--- src/rtl/audio_pkg.sv ---
// Shared audio definitions: sample width and playback FSM states.
package audio_pkg;

  localparam int unsigned AUDIO_W = 16;

  typedef enum logic {
    PRIME,
    PLAY
  } state_e;

endpackage

--- src/rtl/audio_rate_gen.sv ---
// Free-running sample-rate tick generator: one-cycle tick every clock_max/sample_rate cycles.
module audio_rate_gen #(
  parameter int unsigned clock_max   = 25_000_000,
  parameter int unsigned sample_rate = 48_000
) (
  input  logic i_clk,
  input  logic i_rst_n,
  output logic o_tick
);

  localparam int unsigned Div  = clock_max / sample_rate;
  localparam int unsigned CntW = (Div > 1) ? $clog2(Div) : 1;
  localparam logic [CntW-1:0] CntLast = CntW'(Div - 1);

  logic [CntW-1:0] r_cnt;
  logic            w_last;

  assign w_last = (r_cnt == CntLast);
  assign o_tick = w_last;

  always_ff @(posedge i_clk or negedge i_rst_n) begin
    if (!i_rst_n) begin
      r_cnt <= '0;
    end else if (w_last) begin
      r_cnt <= '0;
    end else begin
      r_cnt <= r_cnt + 1'b1;
    end
  end

endmodule

--- src/rtl/audio_sample_fifo.sv ---
// Sample FIFO between the SPI receiver and the DAC: primes to half full, then plays one
// sample per rate tick, flagging overflow (dropped write) and underrun (empty tick).
module audio_sample_fifo
  import audio_pkg::*;
#(
  parameter int unsigned clock_max   = 25_000_000,
  parameter int unsigned sample_rate = 48_000,
  parameter int unsigned depth       = 16
) (
  input  logic                         clk_25mhz,
  input  logic                         reset,
  input  logic                         data_ready,
  input  logic [AUDIO_W-1:0]           audio_in,
  input  logic                         clear_flags,
  output logic [AUDIO_W-1:0]           audio_out,
  output logic                         sample_valid,
  output logic [$clog2(depth+1)-1:0]   fifo_level,
  output logic                         overflow,
  output logic                         underrun
);

  localparam int unsigned LvlW = $clog2(depth + 1);
  localparam int unsigned PtrW = $clog2(depth);
  localparam logic [LvlW-1:0] LvlFull = LvlW'(depth);
  localparam logic [LvlW-1:0] LvlHalf = LvlW'(depth / 2);

  // Assertion is asynchronous; deassertion is released through two flops.
  logic [1:0] r_rst_sync;
  logic       w_rst_n;

  always_ff @(posedge clk_25mhz or negedge reset) begin
    if (!reset) begin
      r_rst_sync <= 2'b00;
    end else begin
      r_rst_sync <= {r_rst_sync[0], 1'b1};
    end
  end

  assign w_rst_n = r_rst_sync[1];

  logic w_tick;

  audio_rate_gen #(
    .clock_max  (clock_max),
    .sample_rate(sample_rate)
  ) u_rate_gen (
    .i_clk  (clk_25mhz),
    .i_rst_n(w_rst_n),
    .o_tick (w_tick)
  );

  logic [AUDIO_W-1:0] r_mem [depth];
  logic [PtrW-1:0]    r_wr_ptr, r_rd_ptr;
  logic [LvlW-1:0]    r_level;
  state_e             r_state, w_state_d;
  logic [AUDIO_W-1:0] r_audio_out;
  logic               r_valid, r_overflow, r_underrun;

  logic w_full, w_empty, w_read, w_underrun_evt, w_write, w_drop;

  assign w_full         = (r_level == LvlFull);
  assign w_empty        = (r_level == '0);
  assign w_read         = (r_state == PLAY) && w_tick && !w_empty;
  assign w_underrun_evt = (r_state == PLAY) && w_tick && w_empty;
  // A same-cycle read frees a slot, so a write to a full FIFO is still accepted.
  assign w_write        = data_ready && (!w_full || w_read);
  assign w_drop         = data_ready && w_full && !w_read;

  always_ff @(posedge clk_25mhz) begin
    if (w_write) begin
      r_mem[r_wr_ptr] <= audio_in;
    end
  end

  always_comb begin
    w_state_d = r_state;
    unique case (r_state)
      PRIME: if (r_level >= LvlHalf) w_state_d = PLAY;
      PLAY:  if (w_underrun_evt)     w_state_d = PRIME;
      default: w_state_d = PRIME;
    endcase
  end

  always_ff @(posedge clk_25mhz or negedge w_rst_n) begin
    if (!w_rst_n) begin
      r_state     <= PRIME;
      r_wr_ptr    <= '0;
      r_rd_ptr    <= '0;
      r_level     <= '0;
      r_audio_out <= '0;
      r_valid     <= 1'b0;
      r_overflow  <= 1'b0;
      r_underrun  <= 1'b0;
    end else begin
      r_state <= w_state_d;
      r_valid <= w_read || w_underrun_evt;
      if (w_write) r_wr_ptr <= r_wr_ptr + PtrW'(1);
      if (w_read)  r_rd_ptr <= r_rd_ptr + PtrW'(1);
      if (w_write && !w_read) begin
        r_level <= r_level + LvlW'(1);
      end else if (w_read && !w_write) begin
        r_level <= r_level - LvlW'(1);
      end
      if (w_read) begin
        r_audio_out <= r_mem[r_rd_ptr];
      end else if (w_underrun_evt) begin
        r_audio_out <= '0;
      end
      // Set events take priority over a coincident clear.
      if (w_drop)           r_overflow <= 1'b1;
      else if (clear_flags) r_overflow <= 1'b0;
      if (w_underrun_evt)   r_underrun <= 1'b1;
      else if (clear_flags) r_underrun <= 1'b0;
    end
  end

  assign audio_out    = r_audio_out;
  assign sample_valid = r_valid;
  assign fifo_level   = r_level;
  assign overflow     = r_overflow;
  assign underrun     = r_underrun;

endmodule

--- config.mk ---
export PLATFORM = sky130hd
export DESIGN_NAME = audio_sample_fifo
export DESIGN_NICKNAME = d
export VERILOG_FILES = /design/src/rtl/audio_pkg.sv /design/src/rtl/audio_rate_gen.sv /design/src/rtl/audio_sample_fifo.sv
export SDC_FILE = /design/constraint.sdc
export NUM_CORES = 1
export LEC_CHECK = 0
export ABC_AREA = 1
export BUFFER_PORTS_ARGS = -buffer_cell sky130_fd_sc_hd__buf_4
export CORE_MARGIN = 2
export CORE_UTILIZATION = 30
export CTS_CLUSTER_DIAMETER = 100
export DETAILED_ROUTE_END_ITERATION = 7
export GPL_TIMING_DRIVEN = 0
export PLACE_DENSITY = 0.41
export SLEW_MARGIN = 20
export SYNTH_ARGS = -nofsm -noshare
export SYNTH_HDL_FRONTEND = slang
export SYNTH_HIERARCHICAL = 1
export SYNTH_SLANG_ARGS = --single-unit
--- constraint.sdc ---
create_clock -name clk_25mhz -period 2.05 [get_ports clk_25mhz]
set_input_delay 0.205 -clock clk_25mhz [delete_from_list [all_inputs] [get_ports clk_25mhz]]
set_output_delay 0.205 -clock clk_25mhz [all_outputs]
set_load 0.02 [all_outputs]
After elaboration in Yosys (flattened, before gate mapping)
Memory sizes are Yosys's and may differ from the RTL's.
Index checks and enable logic that the tools add are counted.
{"block": "classes", "n_eq_ne": 2, "mux": 13, "n_bitwise": 1, "reduce_logical": 19, "n_lt_le_gt_ge": 1, "n_addsub": 5}
{"operator": "$mux W16", "count": 2}
{"operator": "$add A10 B1 Y10 const B", "count": 1}
{"operator": "$eq A10 B10 Y1 const B", "count": 1}
{"operator": "$mux W10", "count": 1}
{"operator": "$mux W5", "count": 2}
{"operator": "$add A4 B1 Y4 const B", "count": 2}
{"operator": "$logic_and A1 B1 Y1", "count": 8}
{"operator": "$reduce_bool A2 Y1", "count": 4}
{"operator": "$mux W1", "count": 7}
{"operator": "$add A5 B1 Y5 const B", "count": 1}
{"operator": "$eq A5 B5 Y1 const B", "count": 1}
{"operator": "$ge A5 B4 Y1 const B", "count": 1}
{"operator": "$logic_not A5 Y1", "count": 1}
{"operator": "$sub A5 B1 Y5 const B", "count": 1}
{"operator": "$logic_not A1 Y1", "count": 4}
{"operator": "$logic_or A1 B1 Y1", "count": 2}
{"operator": "$pmux W1 S2", "count": 1}
{"operator": "$not A1 Y1", "count": 1}
{"block": "word_totals", "mem_bits_rw": 256, "memories": 1, "elab_cells": 52, "inputBits": 20, "ff_bits": 45, "output_inout_bits": 24}
{"memory": "r_mem", "depth": 16, "word_bits": 16, "rd": 1, "rd_ports_with_merged_regs": 0, "wr": 1, "line": "audio_sample_fifo.sv:52", "rtl": "logic [AUDIO_W-1:0] r_mem [depth];"}

Logic depth before layout (Yosys ltp)
{"block": "logic_depth", "word_depth": 9, "ltp_mapped": 19, "ltp_nobuf": 18}

Modules after synthesis
Netlist, hierarchy kept.
{"module": "audio_sample_fifo", "area_per_inst_um2": 12714.7, "n_inst": 1, "seq_area_each_um2": 8563.2, "cells_per_inst": 1240}
{"module": "audio_rate_gen", "area_per_inst_um2": 493.0, "n_inst": 1, "seq_area_each_um2": 250.2, "cells_per_inst": 60}

Least setup slack after synthesis
Ideal clock, no wire load.
{"block": "synth_path", "path_type": "reg2reg", "from": "register u_rate_gen.r_cnt[0]", "to": "register r_level[4] (netlist: fifo_level[4])", "synth_period_minus_slack_ns": 2.570, "setup_slack_ns": -0.520, "setup_ns": 0.117, "t_arrival_ns": 2.453, "path_stages_with_launch": 20, "n_path_buf": 1, "required_ns": 1.933, "cell_sequence": "dfrtp_1 > ha_1 > nand2_1 > nor2_1 > nand2_1 > inv_2 > nand2_1 > buf_4 > nand4_1 > nand2_1 > inv_2 > ha_1 > fa_1 > inv_1 > nand2_1 > nand2_1 > a21oi_1 > xor2_1 > nand2_1 > nand2_1"}
{"block": "synth_via", "elab_chain_cells": 8, "elab_cells_between_ends": 11, "classes_between": "eq/ne: 1; mux: 1; reduce/logical: 9"}
{"item": "from (decl)", "line": "audio_rate_gen.sv:15", "rtl": "logic [CntW-1:0] r_cnt;"}
{"item": "from (signal assigned)", "line": "audio_rate_gen.sv:27", "rtl": "r_cnt <= r_cnt + 1'b1;"}
{"item": "$eq A10 B10 Y1 *", "line": "audio_rate_gen.sv:18", "rtl": "assign w_last = (r_cnt == CntLast);"}
{"item": "net w_tick", "line": "audio_sample_fifo.sv:41", "rtl": "logic w_tick;"}
{"item": "$logic_and A1 B1 Y1 * (2 in series)", "line": "audio_sample_fifo.sv:63", "rtl": "assign w_read = (r_state == PLAY) && w_tick && !w_empty;"}
{"item": "$logic_or A1 B1 Y1 *", "line": "audio_sample_fifo.sv:66", "rtl": "assign w_write = data_ready && (!w_full || w_read);"}
{"item": "$logic_and A1 B1 Y1 *", "line": "audio_sample_fifo.sv:66"}
{"item": "net w_write", "line": "audio_sample_fifo.sv:59", "rtl": "logic w_full, w_empty, w_read, w_underrun_evt, w_write, w_drop;"}
{"item": "$logic_not A1 Y1", "line": "audio_sample_fifo.sv:101", "rtl": "end else if (w_read && !w_write) begin"}
{"item": "$logic_and A1 B1 Y1", "line": "audio_sample_fifo.sv:101"}
{"item": "$reduce_bool A2 Y1 (no line)"}
{"item": "to (signal assigned)", "line": "audio_sample_fifo.sv:100", "rtl": "r_level <= r_level + LvlW'(1);"}
{"item": "to (signal assigned)", "line": "audio_sample_fifo.sv:102", "rtl": "r_level <= r_level - LvlW'(1);"}
{"item": "to (decl)", "line": "audio_sample_fifo.sv:54", "rtl": "logic [LvlW-1:0] r_level;"}
Mark *: on every way through the listed nets, which the timed path passes. The rest lies on a longest branch.
A chain may end at the register's enable or synchronous reset.

Worst setup path in the final report
{"block": "layout_path", "from": "register u_rate_gen.r_cnt[1]", "to": "register r_level[4] (netlist: fifo_level[4])"}
Same word-level chain as after synthesis.

==> results.cfg <==
[critical_path]
critical_path.endpoint_type = flip-flop
cp_slowest_cell = dfrtp_1
required_ps = 2450
cp_top_family = simple AND/OR/NAND/NOR gates
cp-start-kind = flip-flop
slowest_delay_ps = 380
critical_path_class = reg2reg
arrival_ps = 2830
crit_top_cell = nand2_2
cp_num_buf_inv = 4
cp_max_fo = 5
path_cells = ha_2 > nand2_2 > nor2_1 > nand2_1 > inv_2 > nand2_2 > buf_6 > nand4_1 > nand2_4 > inv_6 > ha_4 > fa_2 > inv_2 > nand2_2 > nand2_2 > a21oi_2 > xor2_1 > nand2_1 > nand2_1

[synth]
syn_nets = 1331
synth_compound_area_frac = 0.00739
yosysTopAreaCell = edfxtp_1
synth_seq_cells = 301
synth.yosys.warnings = 6
syn_inst = 1300
muxShareOfSynthArea = 0
synth_top_family_by_area = simple AND/OR/NAND/NOR gates
syn_avg_cell_area_um2 = 10.2
synth_area_leaders = edfxtp_1 58%, nand2_1 13%, dfrtp_1 8.5%
yosys.area_share.xor_xnor = 0.00729
synth_simple_gate_area_frac = 0.215
yosys.area.top_type_share = 0.582
synth_fa_ha_area_frac = 0.0110
synth_area_um2 = 13200
seq_area_frac_synth = 0.667
yosysUniqueCellTypes = 33

[power]
max-vdd-ir-drop_uv = 562
p_per_area_nw_per_um2 = 936
power.total_uw = 15400
p_leak_uw = 0.00702

[timing]
fin_tns_setup_ps = -60240
tightestPinTransition_ps = 767
setup_violations = 261
rsz0062_at_grt = yes
skew_ps = 18.3
setup_slack_ps = -383
finalCritPeriodShare = 1.19
min_period_ps = 2430
hold_viol = 0
relSlewSlack = 0.489
fmax_ghz = 0.411
maxSlewViolCount = 0

[place]
dp.cells = 1930
dpl_cell_area_um2 = 14400
dp_hpwl_um = 25100
io_buffers = 43
gp_congestion = 0.767

[layout]
final_common_cell = nand2_1
fillers = 4348
multiInputGateArea_um2 = 3390
syn2layout_area_growth_pct = 24.4
layout_common_cells = 451 x nand2_1, 256 x edfxtp_1, 207 x inv_1, 177 x nand3_1, 81 x buf_4
drive_gt1_frac = 0.166
final_cell_count_no_fill = 2058
final_area_um2 = 16400
seqCellArea_um2 = 8820
nNetsFinal = 1477

[outcome]
outcome = complete, but fails checks
violations = setup timing

[floorplanning]
start_util = 0.305
num_rows = 76
die_y_um = 214
core_area_um2 = 43300
dieWidth_um = 214
io_pins = 44
die-area_um2 = 45700

[cts]
cts_max_level = 2
cts_tree = done
numCtsBuffers = 36
clock_latency_ps = 520
clk_pin_slew_ps = 60
cts_root_buf = clkbuf_16
cts.sinks = 301
clock_path_buffers = 3

[route]
ant_nets = 0
drc = 0
wl_per_cell_um = 19.4
drtIter0Drc = 635
wl_um = 39900
routed_via_density = 4.40
dr.pass1.iters = 5
vias = 9064

[grt]
grt_pass1_wl_um = 58900
grt_max_degree = 44
grt_pass1_vias = 8921
grt_overflow_total = 0
gr-usage-all-layers = 0.182
antenna_found_initial = 0

[flow_run]
maxCapViolations = 0

[min_path]
min-delay-path-class = in2reg
-- synth_stat cells, drive strengths merged --
master,count
nand2,461
edfxtp,256
inv,217
nand3,178
buf,48
dfrtp,45
nor2,41
ha,10
xor2,9
clkbuf,8
o21ai,7
nand4,4
a21oi,3
nor3,2
o22ai,2
xnor2,2
a31oi,1
conb,1
fa,1
nand3b,1
o211ai,1
o21bai,1
o32a,1
-- through the flow --
| stage | hold slack [ps] | setup slack, ps | utilization |
|---|---|---|---|
| finish | 38.1 | -383 | 0.380 |
| global route | 39.8 | -502 | 0.380 |
| CTS | 15.8 | -424 | 0.380 |
| detailed placement | -9.32 | -969 | 0.334 |
| global placement | -11.1 | -1230 | 0.333 |
| floorplan | -90.6 | -272 | - |
-- final timing paths --
check / start / endpoint / slack, ps / depth (start not counted)
min in group asynchronous: r_rst_sync[1] / fifo_level[2] / 360 / 0
min reg2reg: r_rst_sync[0] / r_rst_sync[1] / 350 / 0
max reg2reg: u_rate_gen/r_cnt[1] / fifo_level[4] / -380 / 19
min: audio_in[14] / r_mem[12][14] / 40 / 1
max in group asynchronous: r_rst_sync[1] / audio_out[7] / 1220 / 0
max: u_rate_gen/r_cnt[1] / fifo_level[4] / -380 / 19
-- sequential cells by signal, indices dropped and copies added (netlist names) --
name / flops
r_rd_ptr: 4
fifo_level: 5
sample_valid: 1
r_state: 1
overflow: 1
r_rst_sync: 2
u_rate_gen/r_cnt: 10
r_mem: 256
underrun: 1
r_wr_ptr: 4
audio_out: 16
-- kinds of logic after synthesis --
logic type | count (synthesis)
AOI/OAI and AO/OA | 16
xor gates and xnor gates | 11
adders and majority gates | 11
buffers and inverters | 273
DFF | 301
other | 1
and+or+nand+nor | 687
-- metal layers --
| layer | up-vias | global-route usage | share of wire |
|---|---|---|---|
| met1 | 4400 | 0.243 | 0.45 |
| met4 | 0 | 0.0603 | 0.029 |
| met5 | - | 0 | 0 |
| met2 | 160 | 0.304 | 0.48 |
| met3 | 50 | 0.0253 | 0.038 |
| li1 | 4454 | - | - |
-- what timing repair did --
item,in CTS,in global routing
resized for setup,39,25
buffers inserted,58,6
pin swaps,15,8
endpoints found under the hold margin,20,0
cloned,4,1
setup endpoints to repair,266,277
hold buffers,5,0
-- area by class of cell --
type                    count  area share
flip-flops and latches    301       0.537
multi-input cells         726       0.206
repair buffers            109      0.0728
clock buffers              55      0.0617
inverters                 217      0.0502
well taps                 585      0.0445
plain buffers              55      0.0257
clock inverters             7     0.00190
diodes                      3    0.000457
-- where the power goes --
group	internal, µW	switching (µW)
Combinational	842	1260
Sequential	7230	256
Clock	3390	2410
Total	11500	3920
(Power assumes the default switching activity.)
